==> src/rtl/mmcm0_drp_reconfig_if.sv <==
// Request, DRP and MMCM control bundle between the reconfig controller and its environment.
// master is the controller side; slave is the MMCM/DRP/requester side.
interface mmcm0_drp_reconfig_if;
   logic        req_valid;
   logic        req_ready;
   logic [6:0]  req_mult;
   logic [6:0]  req_div0;
   logic [6:0]  req_div1;
   logic [6:0]  drp_daddr;
   logic        drp_den;
   logic        drp_dwe;
   logic [15:0] drp_di;
   logic [15:0] drp_do;
   logic        drp_drdy;
   logic        mmcm_rst;
   logic        mmcm_locked;
   logic        busy;
   logic        done;
   logic        error;

   modport master (
      input  req_valid, req_mult, req_div0, req_div1, drp_do, drp_drdy, mmcm_locked,
      output req_ready, drp_daddr, drp_den, drp_dwe, drp_di, mmcm_rst, busy, done, error
   );

   modport slave (
      output req_valid, req_mult, req_div0, req_div1, drp_do, drp_drdy, mmcm_locked,
      input  req_ready, drp_daddr, drp_den, drp_dwe, drp_di, mmcm_rst, busy, done, error
   );
endinterface

==> src/rtl/mmcm0_drp_reconfig.sv <==
// Runtime rewrite of MMCM CLKFBOUT/CLKOUT0/CLKOUT1 integer dividers over DRP, with the MMCM
// reset/lock handshake sequenced around each rewrite and after power-up.
module mmcm0_drp_reconfig #(
   parameter int          DRDY_TIMEOUT = 64,
   parameter int          LOCK_TIMEOUT = 65535,
   parameter logic [15:0] MASK_REG1    = 16'h1000,
   parameter logic [15:0] MASK_REG2    = 16'hFC00
) (
   input  logic                 clk_in0,
   input  logic                 reset,
   mmcm0_drp_reconfig_if.master bus
);
   localparam logic [3:0] S_RELEASE    = 4'd0;
   localparam logic [3:0] S_WAIT_LOCK  = 4'd1;
   localparam logic [3:0] S_IDLE       = 4'd2;
   localparam logic [3:0] S_CHECK      = 4'd3;
   localparam logic [3:0] S_ASSERT_RST = 4'd4;
   localparam logic [3:0] S_RD         = 4'd5;
   localparam logic [3:0] S_RD_WAIT    = 4'd6;
   localparam logic [3:0] S_WR         = 4'd7;
   localparam logic [3:0] S_WR_WAIT    = 4'd8;
   localparam logic [3:0] S_DONE       = 4'd9;
   localparam logic [3:0] S_ERR        = 4'd10;

   localparam int DW = $clog2(DRDY_TIMEOUT + 1);
   localparam int LW = $clog2(LOCK_TIMEOUT + 1);
   localparam logic [DW-1:0] DRDY_LAST = DW'(DRDY_TIMEOUT - 1);
   localparam logic [LW-1:0] LOCK_LAST = LW'(LOCK_TIMEOUT - 1);

   logic [3:0]    state, state_nx;
   logic [6:0]    mult, div0, div1;
   logic [2:0]    idx;
   logic [15:0]   rd_data;
   logic [DW-1:0] drdy_cnt;
   logic [LW-1:0] lock_cnt;
   logic          reconfig;
   logic          rst_q;

   logic          waiting, drdy_hit, drdy_expired, illegal;
   logic [6:0]    dsel, addr_v;
   logic          one;
   logic [5:0]    high_v, low_v;
   logic          edge_bit;
   logic [15:0]   merged;

   assign waiting      = (state == S_RD_WAIT) || (state == S_WR_WAIT);
   assign drdy_hit     = waiting && bus.drp_drdy;
   assign drdy_expired = waiting && !bus.drp_drdy && (drdy_cnt == DRDY_LAST);
   assign illegal      = (mult < 7'd2) || (mult > 7'd126) || (div0 == 7'd0) || (div1 == 7'd0);

   // Even indices hit ClkReg1, odd ones ClkReg2 of the same output.
   always_comb begin
      dsel   = mult;
      addr_v = 7'h15;
      case (idx[2:1])
         2'd0:    dsel = div0;
         2'd1:    dsel = div1;
         default: dsel = mult;
      endcase
      case (idx)
         3'd0:    addr_v = 7'h08;
         3'd1:    addr_v = 7'h09;
         3'd2:    addr_v = 7'h0A;
         3'd3:    addr_v = 7'h0B;
         3'd4:    addr_v = 7'h14;
         default: addr_v = 7'h15;
      endcase
   end

   // Divide-by-1 bypasses the counter; otherwise split into high/low with odd rounding on edge.
   assign one      = (dsel == 7'd1);
   assign high_v   = one ? 6'd1 : dsel[6:1];
   assign low_v    = one ? 6'd1 : 6'(dsel - {1'b0, dsel[6:1]});
   assign edge_bit = !one && dsel[0];
   assign merged   = idx[0] ? ((rd_data & MASK_REG2) | {8'h00, edge_bit, one, 6'b000000})
                            : ((rd_data & MASK_REG1) | {4'b0000, high_v, low_v});

   always_comb begin
      state_nx = state;
      case (state)
         S_RELEASE:    state_nx = S_WAIT_LOCK;
         S_WAIT_LOCK: begin
            if (bus.mmcm_locked)          state_nx = reconfig ? S_DONE : S_IDLE;
            else if (lock_cnt == LOCK_LAST) state_nx = S_ERR;
         end
         S_IDLE:       if (bus.req_valid) state_nx = S_CHECK;
         S_CHECK:      state_nx = illegal ? S_ERR : S_ASSERT_RST;
         S_ASSERT_RST: state_nx = S_RD;
         S_RD:         state_nx = S_RD_WAIT;
         S_RD_WAIT: begin
            if (drdy_hit)          state_nx = S_WR;
            else if (drdy_expired) state_nx = S_ERR;
         end
         S_WR:         state_nx = S_WR_WAIT;
         S_WR_WAIT: begin
            if (drdy_hit)          state_nx = (idx == 3'd5) ? S_RELEASE : S_RD;
            else if (drdy_expired) state_nx = S_ERR;
         end
         S_DONE:       state_nx = S_IDLE;
         S_ERR:        state_nx = S_IDLE;
         default:      state_nx = S_RELEASE;
      endcase
   end

   always_ff @(posedge clk_in0) begin
      if (reset) begin
         state    <= S_RELEASE;
         rst_q    <= 1'b1;
         mult     <= '0;
         div0     <= '0;
         div1     <= '0;
         idx      <= '0;
         rd_data  <= '0;
         drdy_cnt <= '0;
         lock_cnt <= '0;
         reconfig <= 1'b0;
      end else begin
         state <= state_nx;

         // Reset stays up across a DRDY timeout so the MMCM never runs on half-written settings.
         if (state_nx == S_ASSERT_RST)
            rst_q <= 1'b1;
         else if (state == S_RELEASE || state_nx == S_RELEASE)
            rst_q <= 1'b0;

         if (state == S_IDLE && bus.req_valid) begin
            mult <= bus.req_mult;
            div0 <= bus.req_div0;
            div1 <= bus.req_div1;
         end

         if (state == S_ASSERT_RST)
            idx <= 3'd0;
         else if (state == S_WR_WAIT && drdy_hit)
            idx <= idx + 3'd1;

         if (state == S_RD_WAIT && drdy_hit)
            rd_data <= bus.drp_do;

         if (state == S_RD || state == S_WR)
            drdy_cnt <= '0;
         else if (waiting)
            drdy_cnt <= drdy_cnt + 1'b1;

         if (state == S_WAIT_LOCK)
            lock_cnt <= lock_cnt + 1'b1;
         else
            lock_cnt <= '0;

         if (state == S_ASSERT_RST)
            reconfig <= 1'b1;
         else if (state == S_IDLE || state == S_ERR || state == S_DONE)
            reconfig <= 1'b0;
      end
   end

   assign bus.req_ready = (state == S_IDLE);
   assign bus.busy      = (state != S_IDLE);
   assign bus.done      = (state == S_DONE);
   assign bus.error     = (state == S_ERR);
   assign bus.drp_den   = (state == S_RD) || (state == S_WR);
   assign bus.drp_dwe   = (state == S_WR);
   assign bus.drp_daddr = (bus.drp_den || waiting) ? addr_v : 7'd0;
   assign bus.drp_di    = (state == S_WR) ? merged : 16'd0;
   assign bus.mmcm_rst  = rst_q;
endmodule
==> src/flat_wrapper.sv <==
// flat-port wrapper written by rule: the top's interface ports become plain ports
module mmcm0_drp_reconfig_flat 
#(
   parameter int          DRDY_TIMEOUT = 64,
   parameter int          LOCK_TIMEOUT = 65535,
   parameter logic [15:0] MASK_REG1    = 16'h1000,
   parameter logic [15:0] MASK_REG2    = 16'hFC00
)
  (clk_in0, reset, bus_req_valid, bus_req_mult, bus_req_div0, bus_req_div1, bus_drp_do, bus_drp_drdy, bus_mmcm_locked, bus_req_ready, bus_drp_daddr, bus_drp_den, bus_drp_dwe, bus_drp_di, bus_mmcm_rst, bus_busy, bus_done, bus_error);
  mmcm0_drp_reconfig_if bus_i ();
  input  logic clk_in0;
  input  logic reset;
  input wire logic [$bits(bus_i.req_valid)-1:0] bus_req_valid;
  input wire logic [$bits(bus_i.req_mult)-1:0] bus_req_mult;
  input wire logic [$bits(bus_i.req_div0)-1:0] bus_req_div0;
  input wire logic [$bits(bus_i.req_div1)-1:0] bus_req_div1;
  input wire logic [$bits(bus_i.drp_do)-1:0] bus_drp_do;
  input wire logic [$bits(bus_i.drp_drdy)-1:0] bus_drp_drdy;
  input wire logic [$bits(bus_i.mmcm_locked)-1:0] bus_mmcm_locked;
  output wire logic [$bits(bus_i.req_ready)-1:0] bus_req_ready;
  output wire logic [$bits(bus_i.drp_daddr)-1:0] bus_drp_daddr;
  output wire logic [$bits(bus_i.drp_den)-1:0] bus_drp_den;
  output wire logic [$bits(bus_i.drp_dwe)-1:0] bus_drp_dwe;
  output wire logic [$bits(bus_i.drp_di)-1:0] bus_drp_di;
  output wire logic [$bits(bus_i.mmcm_rst)-1:0] bus_mmcm_rst;
  output wire logic [$bits(bus_i.busy)-1:0] bus_busy;
  output wire logic [$bits(bus_i.done)-1:0] bus_done;
  output wire logic [$bits(bus_i.error)-1:0] bus_error;
  assign bus_i.req_valid = bus_req_valid;
  assign bus_i.req_mult = bus_req_mult;
  assign bus_i.req_div0 = bus_req_div0;
  assign bus_i.req_div1 = bus_req_div1;
  assign bus_i.drp_do = bus_drp_do;
  assign bus_i.drp_drdy = bus_drp_drdy;
  assign bus_i.mmcm_locked = bus_mmcm_locked;
  assign bus_req_ready = bus_i.req_ready;
  assign bus_drp_daddr = bus_i.drp_daddr;
  assign bus_drp_den = bus_i.drp_den;
  assign bus_drp_dwe = bus_i.drp_dwe;
  assign bus_drp_di = bus_i.drp_di;
  assign bus_mmcm_rst = bus_i.mmcm_rst;
  assign bus_busy = bus_i.busy;
  assign bus_done = bus_i.done;
  assign bus_error = bus_i.error;
  mmcm0_drp_reconfig #(.DRDY_TIMEOUT(DRDY_TIMEOUT), .LOCK_TIMEOUT(LOCK_TIMEOUT), .MASK_REG1(MASK_REG1), .MASK_REG2(MASK_REG2)) u_core (.clk_in0(clk_in0), .reset(reset), .bus(bus_i));
endmodule
==> config.mk <==
export PLATFORM = sky130hd
export DESIGN_NAME = mmcm0_drp_reconfig_flat
export DESIGN_NICKNAME = d
export VERILOG_FILES = /design/src/rtl/mmcm0_drp_reconfig_if.sv /design/src/rtl/mmcm0_drp_reconfig.sv /design/src/flat_wrapper.sv
export SDC_FILE = /design/constraint.sdc
export NUM_CORES = 1
export LEC_CHECK = 0
export CORE_UTILIZATION = 35
export CTS_CLUSTER_SIZE = 12
export DETAILED_ROUTE_END_ITERATION = 8
export GPL_ROUTABILITY_DRIVEN = 0
export GPL_TIMING_DRIVEN = 0
export MAX_ROUTING_LAYER = met4
export PLACE_DENSITY = 0.65
export SLEW_MARGIN = 20
export SYNTH_ARGS = -nofsm -noshare
export SYNTH_HDL_FRONTEND = slang
export SYNTH_SLANG_ARGS = --single-unit
==> constraint.sdc <==
create_clock -name clk_in0 -period 5.6 [get_ports clk_in0]
set_input_delay 1.12 -clock clk_in0 [delete_from_list [all_inputs] [get_ports clk_in0]]
set_output_delay 1.12 -clock clk_in0 [all_outputs]
set_load 0.01 [all_outputs]
Yosys cells after proc, flatten, opt, wreduce, memory -nomap -nowiden
Index checks and enable logic that the tools add are counted.
Widths: inputs -> output; s select.
- register bits after elaboration: 69
- bits of input ports: 42
- output and inout port bits: 30
- logic and storage cells: 89
- add/subtract/negate cells: 4
- magnitude comparators: 2
- eq/ne operators: 21
- muxes and demuxes: 19
- bitwise gates (word level): 3
- reductions and logical operators: 30
- operators by type and width (cell ; count):
    $pmux 4 s10 ; 1
    $mux 16 ; 2
    $mux 4 ; 8
    $pmux 5 s5 ; 1
    $eq 4x3->1 const B ; 5
    $add 16x1->16 const B ; 1
    $eq 16x16->1 const B ; 1
    $or 16x8->16 ; 1
    $logic_not 7->1 ; 2
    $pmux 7 s2 ; 1
    $or 13x12->13 ; 1
    $eq 4x4->1 const B ; 3
    $mux 6 ; 2
    $reduce_or 2->1 ; 5
    $logic_or 1x1->1 ; 9
    $eq 4x2->1 const B ; 2
    $logic_not 4->1 ; 2
    $add 7x1->7 const B ; 1
    $eq 7x1->1 const B ; 1
    $eq 7x6->1 const B ; 1
    $gt 7x7->1 const B ; 1
    $logic_and 1x1->1 ; 7
    $lt 7x2->1 const B ; 1
    $eq 3x2->1 const B ; 2
    15 further kinds ; 18

Logic depth before layout (Yosys ltp)
Gate-level depths: netlist of run 1.
- depth after elaboration: 9
- depth in mapped cells: 13
- gate-level depth less buffers: 12

Worst setup path after synthesis of run 1
OpenSTA, ideal clock, no wires.
- path kind: register to output
- start: register u_core.idx[2]
- end: output port bus_drp_di[5]
- arrival: 2.147 ns
- required time: 4.480 ns
- slack: 2.333 ns
- cell stages (with the launch flop): 11
- buffers on the path: 1
- cells stage by stage: dfxtp_1 > clkbuf_1 > nor2_1 > a21oi_1 > inv_1 > ha_1 > nor2b_1 > o21ai_0 > a21o_1 > a21oi_1 > nor3b_1
- cells in the longest elaborated chain, start to end: 7
- elaborated cells on any way between the ends: 9
- classes of those cells: add/sub (1); eq/ne (2); mux (4); bitwise (1); reduce/logical (1)
- ends and longest elaborated chain (element ; RTL line ; RTL):
    from (decl) ; mmcm0_drp_reconfig.sv:32 ; logic [2:0] idx;
    from (signal assigned) ; mmcm0_drp_reconfig.sv:135 ; idx <= idx + 3'd1;
    $eq 2x1->1 or $logic_not 2->1 (tied branches) ; mmcm0_drp_reconfig.sv:55 ; case (idx[2:1])
    $pmux 7 s2 * ; mmcm0_drp_reconfig.sv:55 ;
    $sub 6x6->6 or $eq 7x1->1 (tied branches) ; mmcm0_drp_reconfig.sv:73, mmcm0_drp_reconfig.sv:71 ;
    $mux 6 * ; mmcm0_drp_reconfig.sv:73 ; assign low_v = one ? 6'd1 : 6'(dsel - {1'b0, dsel[6:1]});
    $or 13x12->13 * ; mmcm0_drp_reconfig.sv:76 ; : ((rd_data & MASK_REG1) | {4'b0000, high_v, low_v});
    $mux 16 * ; mmcm0_drp_reconfig.sv:75 ; assign merged = idx[0] ? ((rd_data & MASK_REG2) | {8'h00, edge_bit, one, 6'b000000})
    $mux 16 * ; mmcm0_drp_reconfig.sv:164 ; assign bus.drp_di = (state == S_WR) ? merged : 16'd0;
    to (decl) ; flat_wrapper.sv:24 ; output wire logic [$bits(bus_i.drp_di)-1:0] bus_drp_di;
Every way passes the cells marked *; elsewhere a longest branch is shown, timed or not.

Final worst setup path of run 1
Same ends and word-level chain as after synthesis.

==> results of run 1 <==
-- critical path, cell delays in order, from the launching register on --
cell and delay [ns]:
dfxtp_1 0.44, clkbuf_1 0.38, nor2_1 0.09, a21oi_1 0.28, inv_1 0.15, ha_1 0.30, nor2b_1 0.13, o21ai_0 0.24
a21o_1 0.18, a21oi_1 0.06, nor3b_1 0.21, clkdlybuf4s50_1 0.57
-- cells by family (layout without fill, tap and decap cells) --
logic type	after synthesis	in the layout	share of synthesized area, %
simple gates	190	190	27.84
compound gates	67	67	12.21
flops	59	59	35.80
buf+inv	41	115	5.460
xor+xnor	24	24	6.371
mux	18	18	5.536
fa+ha+maj	17	17	6.674
other cells	1	2	0.1137
-- worst paths after layout --
check,end,cells past startpoint,startpoint
worst min-delay path,u_core.div1[5],2,u_core.div1[5]
worst min register to register,u_core.div1[5],2,u_core.div1[5]
worst max register to register,u_core.bus.mmcm_rst,6,u_core.lock_cnt[6]
worst max-delay path,bus_drp_di[5],11,u_core.idx[2]
-- placed cells by master (no fill, tap or decap), types with 2 or more instances in the layout --
| cell | instances |
|---|---|
| dfxtp_1 | 59 |
| buf_2 | 3 |
| conb_1 | 2 |
| and2_1 | 4 |
| clkbuf_1 | 15 |
| a21oi_1 | 42 |
| nor3_1 | 5 |
| o21ai_0 | 6 |
| clkdlybuf4s50_1 | 58 |
| and4_1 | 6 |
| nor4_1 | 4 |
| nor4b_1 | 3 |
| ha_1 | 16 |
| mux2i_1 | 16 |
| xnor2_1 | 9 |
| xor2_1 | 15 |
| mux2_2 | 2 |
| nand3_1 | 12 |
| nor2_1 | 55 |
| nand2_1 | 60 |
| or4_1 | 4 |
| clkinv_2 | 2 |
| and3_1 | 8 |
| bufinv_16 | 3 |
| nor3b_1 | 3 |
| nand4_1 | 6 |
| nor2b_1 | 8 |
| a31oi_1 | 2 |
| nand2b_1 | 6 |
| clkbuf_8 | 9 |
| inv_1 | 17 |
| a21o_1 | 2 |
| or3_1 | 2 |
| buf_4 | 4 |
-- flip-flops by register name (all words and copies together), names as in the netlist --
register,cells
u_core.lock_cnt,16
u_core.div0,7
u_core.div1,7
u_core.drdy_cnt,7
u_core.mult,7
u_core.rd_data,6
u_core.state,4
u_core.idx,3
u_core.bus.mmcm_rst,1
u_core.reconfig,1
-- layout make-up --
class	count	area (µm²)	share of cell area (%)
clock inverter	7	116.4	2.730
inverter	18	67.56	1.585
timing repair buffer	58	580.6	13.62
clock buffer	9	123.9	2.906
buffer	23	112.6	2.642
multi-input combinational	318	1942	45.55
sequential	59	1181	27.71
tap	111	138.9	3.258
-- where the power goes --
part	internal (mW)	total [mW]	switching [mW]
logic	0.0881	0.191	0.103
clock network	0.294	0.471	0.176
registers	0.436	0.451	0.0143
-- metrics by stage --
step,instance area (µm²),instances,hold WS [ns],setup slack [ns]
6_report,4263,603,0.4610,1.119
4_1_cts,4263,603,0.4655,1.113
5_1_grt,4263,603,0.4927,0.8309
2_1_floorplan,3303,418,0.4403,2.333
3_3_place_gp,4023,587,0.4482,1.555
3_5_place_dp,4023,587,0.4550,1.493
-- per-layer routing --
metal	vias up	global-route usage [%]	part of all wire [%]
li1	1553	-	-
met5	-	-	0
met3	10	3.795	4.6
met1	1384	20.92	47
met2	76	27.60	47
met4	0	8.032	1.3
==> run metrics, run 1 <==
Pins Over Slew Limit=0; Worst EP arrival=3.36 ns; skew final=0.004692 ns; WS Path Type=reg2out; EDFF count, synth=0; Core ar.=0.009196 mm²; # setup viols final=0; DR vias/cell=5.013; vias=3023; ANT nets after route=0; Clock Sinks=59; PostCTS Resize Cnt=0; gr usage total=17.30%; final hold vios=0; worst-skew pair later-pin latency=0.34 ns; layout cells sized above 1=5.894%; crit-path max FO=10; CP Launch Type=flop; Mapped Cells=417; Distinct cells, synth=52; Die Wd=99.09 µm; Power Dens Cells=260.9 mW/mm²; Leak Pwr=1.685 nW; WL/cell=13.03 µm; Worst R2R Setup Slack=3.74 ns; drt total wl=7858 µm; Synth area leaders=dfxtp_1, nand2_1, a21oi_1; CP Data Required Time=4.48 ns; RSZ-0062 raised after global routing=false; crit path time final=4.481 ns; maxcap violations=0; Layout area overhead=29.20%; Cell Rows=35; # hold bufs at CTS=0; vias in the first global route=2836; setup_tns=0 ns; DRT iter0 DRCs=100; clock root buffer=clkbuf_8; most numerous cell in the Yosys netlist=nand2_1; Hold Path Class=reg2reg; syn avg cell area=7.912 µm²; post-layout util=46.35%; Yosys warnings=0; TritonRoute pass-1 iters=4; H-tree Lvls=3; Max Freq=223.2 MHz; TritonCTS clock tree=yes; Setup crit end kind=output port; initial antenna violation count=0; Post-DP HPWL=5996 µm; Layout Nets=546; Clock Path Buffers=2; top post-synthesis cells by count=nand2_1, dfxtp_1, nor2_1; VDD IR max=128.4 µV; largest net degree at the start of global routing=12; number of I/O port buffers=58; relative slew slack=46.07%; Die ar.=0.009819 mm²; post-synth top area share=35.80%; fill count=918; CTS buffer count=9; global-route wire length before repair=12990 µm; gr ovfl total=0; outcome=complete, no violations; Post-route DRC=0; total power=1.112 mW; worst-margin pin slew=0.8016 ns; Post-synth ARST share=0%; largest area contributor in the netlist=dfxtp_1; Post-CTS Setup Bufs=0; FF+latch count, synth=59; ANT cells=0; post-synthesis cell area=0.003299 mm²; Die Span Y=99.09 µm; Top-Level Pins=72; fin crit share=80.02%; Initial Utilization=35.88%; main flop type after synthesis=dfxtp_1; Worst-path clk slew=0.07 ns; sequential fraction of the synthesis area=35.80%
No activity file was read; power rests on OpenSTA's default activity.
==> run 2, diff against run 1 <==
- clock period: 5.6 -> 4.4 ns (I/O delays scaled with it)
==> run metrics, run 2 (synthesis results as in run 1) <==
Post-DP HPWL=5996 µm; area of the multi-input gates=0.001946 mm²; H-tree Lvls=3; clock root buffer=clkbuf_8; Clock Sinks=59; DRT iter0 DRCs=104; outcome=complete, no violations; most frequent cells in the layout=nand2_1, dfxtp_1, clkdlybuf4s50_1, nor2_1, a21oi_1; setup_tns=0 ns; maxcap violations=0; initial antenna violation count=0; max FFs per register=16; Layout area overhead=29.35%; ANT nets after route=0; TritonCTS clock tree=yes; Die Wd=99.09 µm; relative slew slack=46.81%; skew final=0.004172 ns; Layout Nets=546; Leak Pwr=1.689 nW; layout cells sized above 1=6.301%; Initial Utilization=35.88%; # hold bufs at CTS=0; Cell Rows=35; DR vias/cell=4.978; CP dominant cell by count=a21oi_1; Pins Over Slew Limit=0; Reg area=0.001181 mm²; Clock Path Buffers=2; Post-route DRC=0; critical path's top delay family=buffers and inverters; max incr delay on CP=0.57 ns; Final Cell Area=0.004268 mm²; gr ovfl total=0; largest reg by FF count=u_core.lock_cnt; crit path buf inv count=3; CP Data Required Time=3.52 ns; ANT cells=0; worst-margin pin slew=0.7906 ns; global-route wire length before repair=12990 µm; worst-skew pair later-pin latency=0.34 ns; crit-path max FO=9; Worst-path clk slew=0.07 ns; drt total wl=7841 µm; Core ar.=0.009196 mm²; TritonRoute pass-1 iters=6; gr usage total=17.30%; vias=3002; CP Launch Type=flop; Worst path slowest cell=clkdlybuf4s50_1; Post-CTS Setup Bufs=0; Hold Path Class=reg2reg; fill count=918; Power Dens Cells=331.5 mW/mm²; CTS buffer count=9; VDD IR max=161.7 µV; Setup crit end kind=output port; Die Span Y=99.09 µm; fin crit share=93.85%; Die ar.=0.009819 mm²; # setup viols final=0; vias in the first global route=2836; WL/cell=13.00 µm; final hold vios=0; placed instance area=0.004023 mm²; crit path time final=4.129 ns; RSZ-0062 raised after global routing=false; Top-Level Pins=72; largest net degree at the start of global routing=12; most common cell after layout, fill and taps aside=nand2_1; CP Cell Sequence=buf_6, mux2i_1, nor2_1, a21oi_1, inv_1, ha_1, nor2b_1, o21ai_0, a21o_1, a21oi_1, nor3b_1, clkdlybuf4s50_1; Worst EP arrival=3.25 ns; number of I/O port buffers=58; WS Path Type=reg2out; Max Freq=242.2 MHz
-- run 2: changes by cell type in the layout (fill, tap and decap cells not counted) --
cell,delta
clkbuf_1,-1
a21oi_1,-1
a21oi_2,+1
clkbuf_2,+1
-- run 2: path summary, 6_finish.rpt --
path / start / to / depth (start not counted) / slack (ns)
setup / recovery: u_core.idx[1] / bus_drp_di[5] / 12 / 0.27
hold / removal: u_core.div1[5] / u_core.div1[5] / 2 / 0.46
setup reg to reg: u_core.lock_cnt[6] / u_core.bus.mmcm_rst / 6 / 2.55
hold reg to reg: u_core.div1[5] / u_core.div1[5] / 2 / 0.46
-- run 2: report_power, final --
part	internal, mW	leakage [nW]	switching [mW]	total (mW)
clock	0.375	0.119	0.223	0.598
sequential	0.555	0.477	0.0181	0.573
combinational	0.112	1.09	0.131	0.243
-- run 2: through the flow --
| stage | utilization [%] | instances | hold slack [ns] | total power [mW] | worst slack, ns |
|---|---|---|---|---|---|
| 6_report | 46.41 | 603 | 0.4610 | 1.415 | 0.2707 |
| 5_1_grt | 46.41 | 603 | 0.4927 | 1.483 | 0.03361 |
| 4_1_cts | 46.35 | 603 | 0.4655 | 1.426 | 0.1528 |
| 3_5_place_dp | 43.74 | 587 | 0.4550 | 0.8269 | 0.5332 |
| 3_3_place_gp | 43.74 | 587 | 0.4482 | 0.8230 | 0.5953 |
| 2_1_floorplan | - | 418 | 0.4403 | 0.7398 | 1.373 |
-- run 2: worst reg2reg max path, cell delays in order (launching register included) --
cell       delay (ns)
dfxtp_1          0.40
and4_1           0.22
clkbuf_1         0.22
a41o_1           0.27
o2111ai_1        0.15
nor4_1           0.34
a31oi_1          0.12
-- run 2: cell type report --
| type | count | share of cell area [%] |
|---|---|---|
| Buffer | 23 | 2.668 |
| Clock buffer | 9 | 2.902 |
| Clock inverter | 7 | 2.726 |
| Inverter | 18 | 1.583 |
| Multi-Input combinational cell | 318 | 45.59 |
| Sequential cell | 59 | 27.68 |
| Tap cell | 111 | 3.254 |
| Timing Repair Buffer | 58 | 13.60 |
-- run 2: layer usage --
metal  up-vias  GRT usage (%)  share of wire, %
li1       1554              -                 -
met1      1366          20.92                47
met2        72          27.60                47
met3        10          3.795               4.9
met4         0          8.032               1.3
met5         -              -                 0
-- run 2: repair_timing --
item / in CTS / in global routing
setup endpoints to repair: 0 / 1
endpoints found under the hold margin: 0 / 0
gates resized for setup: 0 / 3
==> run 3, diff against run 2 <==
- GPL_TIMING_DRIVEN: 0 -> not set
==> run metrics, run 3 (synthesis results as in run 1) <==
crit path time final=4.015 ns; most common cell after layout, fill and taps aside=nand2_1; largest reg by FF count=u_core.lock_cnt; Cell Rows=35; max FFs per register=16; drt total wl=7442 µm; Top-Level Pins=72; ANT nets after route=0; critical path's top delay family=buffers and inverters; reg2reg end=u_core.bus.mmcm_rst; Post-CTS Setup Bufs=0; largest net degree at the start of global routing=37; most frequent cells in the layout=nand2_1, clkdlybuf4s50_1, dfxtp_1, nor2_1, a21oi_1; crit path buf inv count=2; Post-DP HPWL=5569 µm; TritonRoute pass-1 iters=7; number of I/O port buffers=59; skew final=0.01271 ns; crit-path max FO=15; Leak Pwr=1.641 nW; worst-skew pair later-pin latency=0.35 ns; Max Freq=249.1 MHz; # hold bufs at CTS=0; Initial Utilization=35.88%; clock root buffer=clkbuf_8; Layout Nets=525; CP dominant cell by count=a21oi_1; Die Span Y=99.09 µm; Layout area overhead=26.73%; CP Cell Sequence=clkinv_1, mux2i_1, ha_1, a21oi_1, a21oi_1, nor3b_1, clkdlybuf4s50_1; Critical Path End=bus_drp_di[5]; Power Dens Cells=339.3 mW/mm²; WS Path Type=reg2out; setup_tns=0 ns; Worst-path clk slew=0.07 ns; H-tree Lvls=3; RR Startpoint=u_core.state[2]; VDD IR max=171.5 µV; TritonCTS clock tree=yes; fin crit share=91.26%; DRT iter0 DRCs=119; placed cell count=566; CTS buffer count=9; CP Data Required Time=3.52 ns; Worst path slowest cell=dfxtp_1; # setup viols final=0; Clock Sinks=59; gr usage total=16.84%; final hold vios=0; relative slew slack=48.22%; Core ar.=0.009196 mm²; Clock Path Buffers=2; Worst R2R Setup Slack=2.34 ns; RSZ-0062 raised after global routing=false; Critical Path Source=u_core.idx[2]; Hold Path Class=reg2reg; DR vias/cell=5.122; worst-margin pin slew=0.7696 ns; max incr delay on CP=0.61 ns; vias=2981; fill count=915; gr ovfl total=0; WP depth=7; ANT cells=0; Die ar.=0.009819 mm²; Post-route DRC=2; Pins Over Slew Limit=0; Setup WS post-layout=0.3847 ns; CP Launch Type=flop; WL/cell=12.79 µm; non-filler cells, final=582; Setup crit end kind=output port; outcome=finished, violations left; Die Wd=99.09 µm; global-route wire length before repair=12720 µm; failing checks=design-rule violations; maxcap violations=0; vias in the first global route=2785; Worst Reg-to-Reg Cells=5; layout cells sized above 1=4.883%; initial antenna violation count=0; Setup WS pre-CTS=0.5134 ns; Worst EP arrival=3.14 ns
==> run 3: cell count changes in the layout (fill, tap and decap cells not counted), sizes merged <==
cell	delta
clkbuf	-14
buf	-7
clkdlybuf4s50	+1
clkinvlp	-1
==> run 3: area by class of cell <==
| type | instances | area (µm²) | area share, % |
|---|---|---|---|
| tap | 111 | 138.9 | 3.321 |
| clock buffer | 10 | 137.6 | 3.291 |
| timing repair buffer | 60 | 598.1 | 14.30 |
| inverter | 18 | 67.56 | 1.616 |
| clock inverter | 6 | 112.6 | 2.693 |
| sequential | 59 | 1185 | 28.34 |
| multi-input combinational | 318 | 1942 | 46.44 |
==> run 3: worst min path at each step <==
| stage | from | end | slack [ns] | cells past startpoint |
|---|---|---|---|---|
| CTS | u_core.div1[5] | u_core.div1[5] | 0.48 | 2 |
| detailed placement | u_core.lock_cnt[0] | u_core.lock_cnt[0] | 0.46 | 1 |
| global placement | u_core.div0[5] | u_core.div0[5] | 0.46 | 2 |
| global route | u_core.div1[5] | u_core.div1[5] | 0.48 | 2 |
| finish | u_core.div0[0] | u_core.div0[0] | 0.48 | 2 |
| floorplan | u_core.div1[5] | u_core.div1[5] | 0.44 | 2 |
==> run 3: report_power, final <==
| group | leakage (nW) | internal (mW) | switching [mW] |
|---|---|---|---|
| clock network | 0.126 | 0.392 | 0.224 |
| registers | 0.478 | 0.555 | 0.0323 |
| logic | 1.04 | 0.105 | 0.111 |
==> run 3: layer usage <==
| metal | part of all wire, % | global-route usage (%) | vias to the layer above |
|---|---|---|---|
| li1 | - | - | 1512 |
| met1 | 47 | 21.36 | 1367 |
| met2 | 45 | 24.91 | 84 |
| met3 | 4.8 | 3.514 | 18 |
| met4 | 2.7 | 9.615 | 0 |
| met5 | 0 | - | - |
==> run 3: what timing repair did <==
action | in CTS | in global routing
endpoints found under the hold margin | 0 | 0
gates resized for setup | 0 | 2
setup endpoints to repair | 0 | 3
==> run 3: tightest hold or removal path: cells and delay by family, from the launching register on <==
| kind | cells | cell delay, ns |
|---|---|---|
| AO/OA/AOI/OAI | 1 | 0.05 |
| AND/OR/NAND/NOR | 1 | 0.06 |
| flip-flops | 1 | 0.33 |
==> run 3: metrics by stage <==
stage / area [µm²] / total power [mW] / hold slack (ns) / utilization, %
after global routing: 4182 / 1.489 / 0.4822 / 45.47
after detailed placement: 3928 / 0.8145 / 0.4623 / 42.71
after floorplan: 3303 / 0.7398 / 0.4403 / -
after global placement: 3928 / 0.8119 / 0.4587 / 42.71
final: 4182 / 1.419 / 0.4752 / 45.47
after CTS: 4178 / 1.433 / 0.4768 / 45.43
==> RTL edit 1: new RTL, settings of run 3 <==
`LOCK_TIMEOUT` is set to 65535 in 2 places; all go to 131070.
--- a/src/rtl/mmcm0_drp_reconfig.sv
+++ b/src/rtl/mmcm0_drp_reconfig.sv
@@ -3,5 +3,5 @@
 module mmcm0_drp_reconfig #(
    parameter int          DRDY_TIMEOUT = 64,
-   parameter int          LOCK_TIMEOUT = 65535,
+   parameter int          LOCK_TIMEOUT = 131070,
    parameter logic [15:0] MASK_REG1    = 16'h1000,
    parameter logic [15:0] MASK_REG2    = 16'hFC00
--- a/src/flat_wrapper.sv
+++ b/src/flat_wrapper.sv
@@ -3,5 +3,5 @@
 #(
    parameter int          DRDY_TIMEOUT = 64,
-   parameter int          LOCK_TIMEOUT = 65535,
+   parameter int          LOCK_TIMEOUT = 131070,
    parameter logic [15:0] MASK_REG1    = 16'h1000,
    parameter logic [15:0] MASK_REG2    = 16'hFC00
Formal check against the unedited RTL: same outputs for any inputs over 10 cycles, from zero or initial values and one cycle with reset high; that may be too few to reach the edited logic, so the function may still have changed.
==> RTL edit 1 against run 3 <==
Sequential share of layout area rose by 0.48 points. Wire length is 6.9% higher. Power shrank 6.0%. Maximum frequency fell by 2.1%. Largest cell class unchanged. Via count is 3.7% higher. Global-route usage is 0.45 points higher. Final area unchanged. Highest routed layer unchanged. First-iteration DRC count shrank 13%. Synthesized area up 1.5%. Sequential cell count grew 1. Largest power group is now sequential cells. Core utilization down 0.22 points. Worst setup slack got worse by 0.087 ns.
==> RTL edit 1: results (changes against run 3) <==
qor: run_status.status finished clean
qor: power_and_ir_drop.clockPowerShare 0.325 [-0.109]
qor: finish.final-instance-count-excl-fill 621 [+6.7%]
qor: grt.grt_pass1_wl 13500 um [+6.0%]
qor: placement.dp_worst_setup_slack 0.329 ns [-0.185 ns]
qor: worst_setup_path.crit-reg2reg-capture u_core.div1[5]$_SDFFE_PP0P_
qor: synth.muxShareOfSynthArea 0.0239 [-0.0315]
qor: hold_path.min_to u_core.rd_data[15]$_SDFFE_PP0P_
qor: grt.largest_net_degree_at_the_start_of_global_routing 22 [-41%]
qor: power_and_ir_drop.largestPowerGroup sequential cells
qor: worst_setup_path.start_point_of_the_critical_path u_core.idx[1]$_SDFFE_PP0P_
qor: worst_setup_path.timing.critical_path.arrival 3.22 ns [+0.08 ns]
qor: drt.postRouteWirelength 7960 um [+6.9%]
qor: power_and_ir_drop.peakVddDrop 0.144 mV [-16%]
qor: worst_setup_path.critical_path.max_stage_delay 0.56 ns [-0.05 ns]
qor: power_and_ir_drop.cellLeakagePower 0.00148 uW [-9.6%]
qor: worst_setup_path.critPathMaxFanout 11 [-4]
qor: grt.first_global_vias 3029 [+8.8%]
qor: finish.fillerInstances 932 [+1.9%]
qor: finish.flip_flop_count_of_the_largest_register_after_layout 17 [+1]
qor: placement.placed_area 4010 um^2 [+2.0%]
qor: synth.synth_fa_ha_area_frac 0.0657 [-0.000997]
qor: synth.synth.area.top_cells sky130_fd_sc_hd__dfxtp_1, sky130_fd_sc_hd__nand2_1, sky130_fd_sc_hd__a21oi_1
qor: drt.violation_count_after_the_first_detailed_routing_iteration 103 [-13%]
qor: synth.yosys.cell_types.count 50 [-3.8%]
qor: drt.drt-pass1-iter-count 5 [-2]
qor: sta.timing.final.crit_share 0.932 [+0.0198]
qor: drt.viasPerCell 4.98 [-2.8%]
qor: power_and_ir_drop.total_power 1330 uW [-6.0%]
qor: power_and_ir_drop.powerSeq 617 uW [+5.1%]
qor: sta.timing.hold.ws 0.460 ns [-0.0156 ns]
qor: synth.synth_sequential_area_ratio 0.359 [+0.000628]
qor: worst_setup_path.worst_path_max_delay_cell sky130_fd_sc_hd__clkdlybuf4s50_1
qor: sta.worstMarginPinSlew 0.820 ns [+0.0505 ns]
qor: grt.gr-usage-all-layers 0.173 [+0.00453]
qor: power_and_ir_drop.power.switching 414 uW [+13%]
qor: worst_setup_path.r2r_slack 2.09 ns [-0.25 ns]
qor: finish.layout-drive-gt1-share 0.0528 [+0.00401]
qor: sta.clock_skews 0.0115 ns [-0.00116 ns]
qor: placement.dp_cells 605 [+6.9%]
RTL edit 1: routing by layer:
layer,up-vias,GRT usage,part of all wire
li1,1596,-,-
met1,1415,0.206,0.46
met2,69,0.289,0.48
met3,11,0.0411,0.048
met4,0,0.0543,0.0098
met5,-,-,0
RTL edit 1: cell type report:
| type | count | area share |
|---|---|---|
| clock buffer | 11 | 0.0338 |
| timing repair buffer | 61 | 0.145 |
| multi-input combinational | 337 | 0.472 |
| tap | 129 | 0.0386 |
| inverter | 18 | 0.0162 |
| clock inverter | 5 | 0.00658 |
| sequential | 60 | 0.288 |
RTL edit 1: worst max-delay path, delay by kind of cell (launching register included):
family          cells  cell delay [ns]
simple gates        3             0.36
mux                 1             0.23
compound gates      5             0.83
fa+ha+maj           1             0.30
buf+inv             2             0.70
flops               1             0.44
RTL edit 1: timing repair:
| item | 4_1_cts | 5_1_grt |
|---|---|---|
| resized for setup | 1 | 2 |
| setup endpoints to repair | 1 | 1 |
| gates cloned | 0 | 0 |
==> RTL edit 2: new RTL, settings of run 3 <==
Without the edit above. Register the output `bus.error`; this adds one clock of latency there.
--- a/src/rtl/mmcm0_drp_reconfig.sv
+++ b/src/rtl/mmcm0_drp_reconfig.sv
@@ -158,5 +158,7 @@
    assign bus.busy      = (state != S_IDLE);
    assign bus.done      = (state == S_DONE);
-   assign bus.error     = (state == S_ERR);
+   always_ff @(posedge clk_in0) begin
+      bus.error <= (state == S_ERR);
+   end
    assign bus.drp_den   = (state == S_RD) || (state == S_WR);
    assign bus.drp_dwe   = (state == S_WR);
Check against the original RTL: not equivalent (Yosys sat finds a counterexample within 10 cycles, from zero or initial values and one cycle with reset high).
==> RTL edit 2 against run 3 <==
Synthesized area up 2.6%. Power down 8.4%. Combinational power down 23%. Worst setup slack worse by 0.096 ns. Die area up 2.6%. Wire length up 2.8%. Sequential cell count up 1. Critical path type unchanged. Final area up 1.9%. Largest power group is now sequential cells. Critical path depth up 3.
==> RTL edit 2: results (changes against run 3) <==
qor: grt.grtUsageMet3 0.0376 [+0.00247]
qor: grt.global_route.usage.met1 0.217 [+0.00308]
qor: synth.yosys.cell_types.count 58 [+12%]
qor: finish.fillerInstances 946 [+3.4%]
qor: worst_setup_path.r2r_slack 2.40 ns [+0.06 ns]
qor: finish.areaGrowthSynthToFinish 25.8%
qor: worst_setup_path.critPathMaxFanout 11 [-4]
qor: worst_setup_path.critical_path.max_stage_delay 0.57 ns [-0.04 ns]
qor: synth.post_synth_most_frequent_cells sky130_fd_sc_hd__nand2_1, sky130_fd_sc_hd__dfxtp_1, sky130_fd_sc_hd__nor2_1, sky130_fd_sc_hd__a21oi_1, sky130_fd_sc_hd__inv_1
qor: synth.synth_fa_ha_area_frac 0.0650 [-0.00170]
qor: grt.globalRouteMet2Util 0.247 [-0.00196]
qor: drt.vias 3001 [+0.67%]
qor: synth.synth.area.top_cells sky130_fd_sc_hd__dfxtp_1, sky130_fd_sc_hd__nand2_1, sky130_fd_sc_hd__nor2_1
qor: drt.drt-pass1-iter-count 4 [-3]
qor: hold_path.holdCritStartpoint u_core.lock_cnt[0]$_SDFF_PP0_
qor: drt.violation_count_after_the_first_detailed_routing_iteration 201 [+69%]
qor: placement.post-dp-hpwl 5690 um [+2.3%]
qor: synth.synth_sequential_area_ratio 0.355 [-0.00322]
qor: grt.gr-usage-all-layers 0.165 [-0.00371]
qor: sta.clock_skews 0.00500 ns [-0.00770 ns]
qor: drt.postRouteWirelength 7650 um [+2.8%]
qor: hold_path.min_to u_core.lock_cnt[0]$_SDFF_PP0_
qor: finish.design.final.nets 534 [+1.7%]
qor: synth.synth-compound-area-share 0.127 [+0.00502]
qor: worst_setup_path.worst_path_max_delay_cell sky130_fd_sc_hd__clkdlybuf4s50_1
qor: run_status.status finished clean
RTL edit 2: worst max path at each step:
stage	from	end	slack, ns	depth (start not counted)
after CTS	u_core.idx[1]$_SDFFE_PP0P_	bus_drp_di[5]	0.06	11
after floorplan	u_core.idx[1]$_SDFFE_PP0P_	bus_drp_di[5]	1.31	10
after detailed placement	u_core.idx[1]$_SDFFE_PP0P_	bus_drp_di[5]	0.45	11
final	u_core.idx[1]$_SDFFE_PP0P_	bus_drp_di[5]	0.29	10
after global placement	u_core.idx[1]$_SDFFE_PP0P_	bus_drp_di[5]	0.57	11
after global routing	u_core.idx[1]$_SDFFE_PP0P_	bus_drp_di[5]	0.01	10
RTL edit 2: layer usage:
metal | share of wire | wire, um
met5 | 0 | 0
met4 | 0.012 | 89
met3 | 0.048 | 366
met2 | 0.43 | 3310
met1 | 0.51 | 3880
RTL edit 2: report_power, final:
part / switching (uW) / total, uW / internal [uW]
registers: 24.0 / 582 / 558
clock network: 219 / 550 / 331
logic: 83.7 / 167 / 83.3
RTL edit 2: repair_timing:
item                                    4_1_cts  5_1_grt
endpoints found under the hold margin         0        0
resized for setup                             0        2
endpoints found under the setup margin        0        2
RTL edit 2: area by class of cell:
class	instances	area share
Clock buffer	11	0.0332
Clock inverter	5	0.0176
Inverter	18	0.0159
Multi-Input combinational cell	326	0.473
Sequential cell	60	0.282
Tap cell	129	0.0379
Timing Repair Buffer	60	0.140
RTL edit 2: metrics by stage:
stage	cells	total power [uW]	setup slack, ns
CTS	609	1310	0.0587
global placement	593	757	0.574
global route	609	1350	0.0108
finish	609	1300	0.288
floorplan	428	700	1.31
detailed placement	593	759	0.449
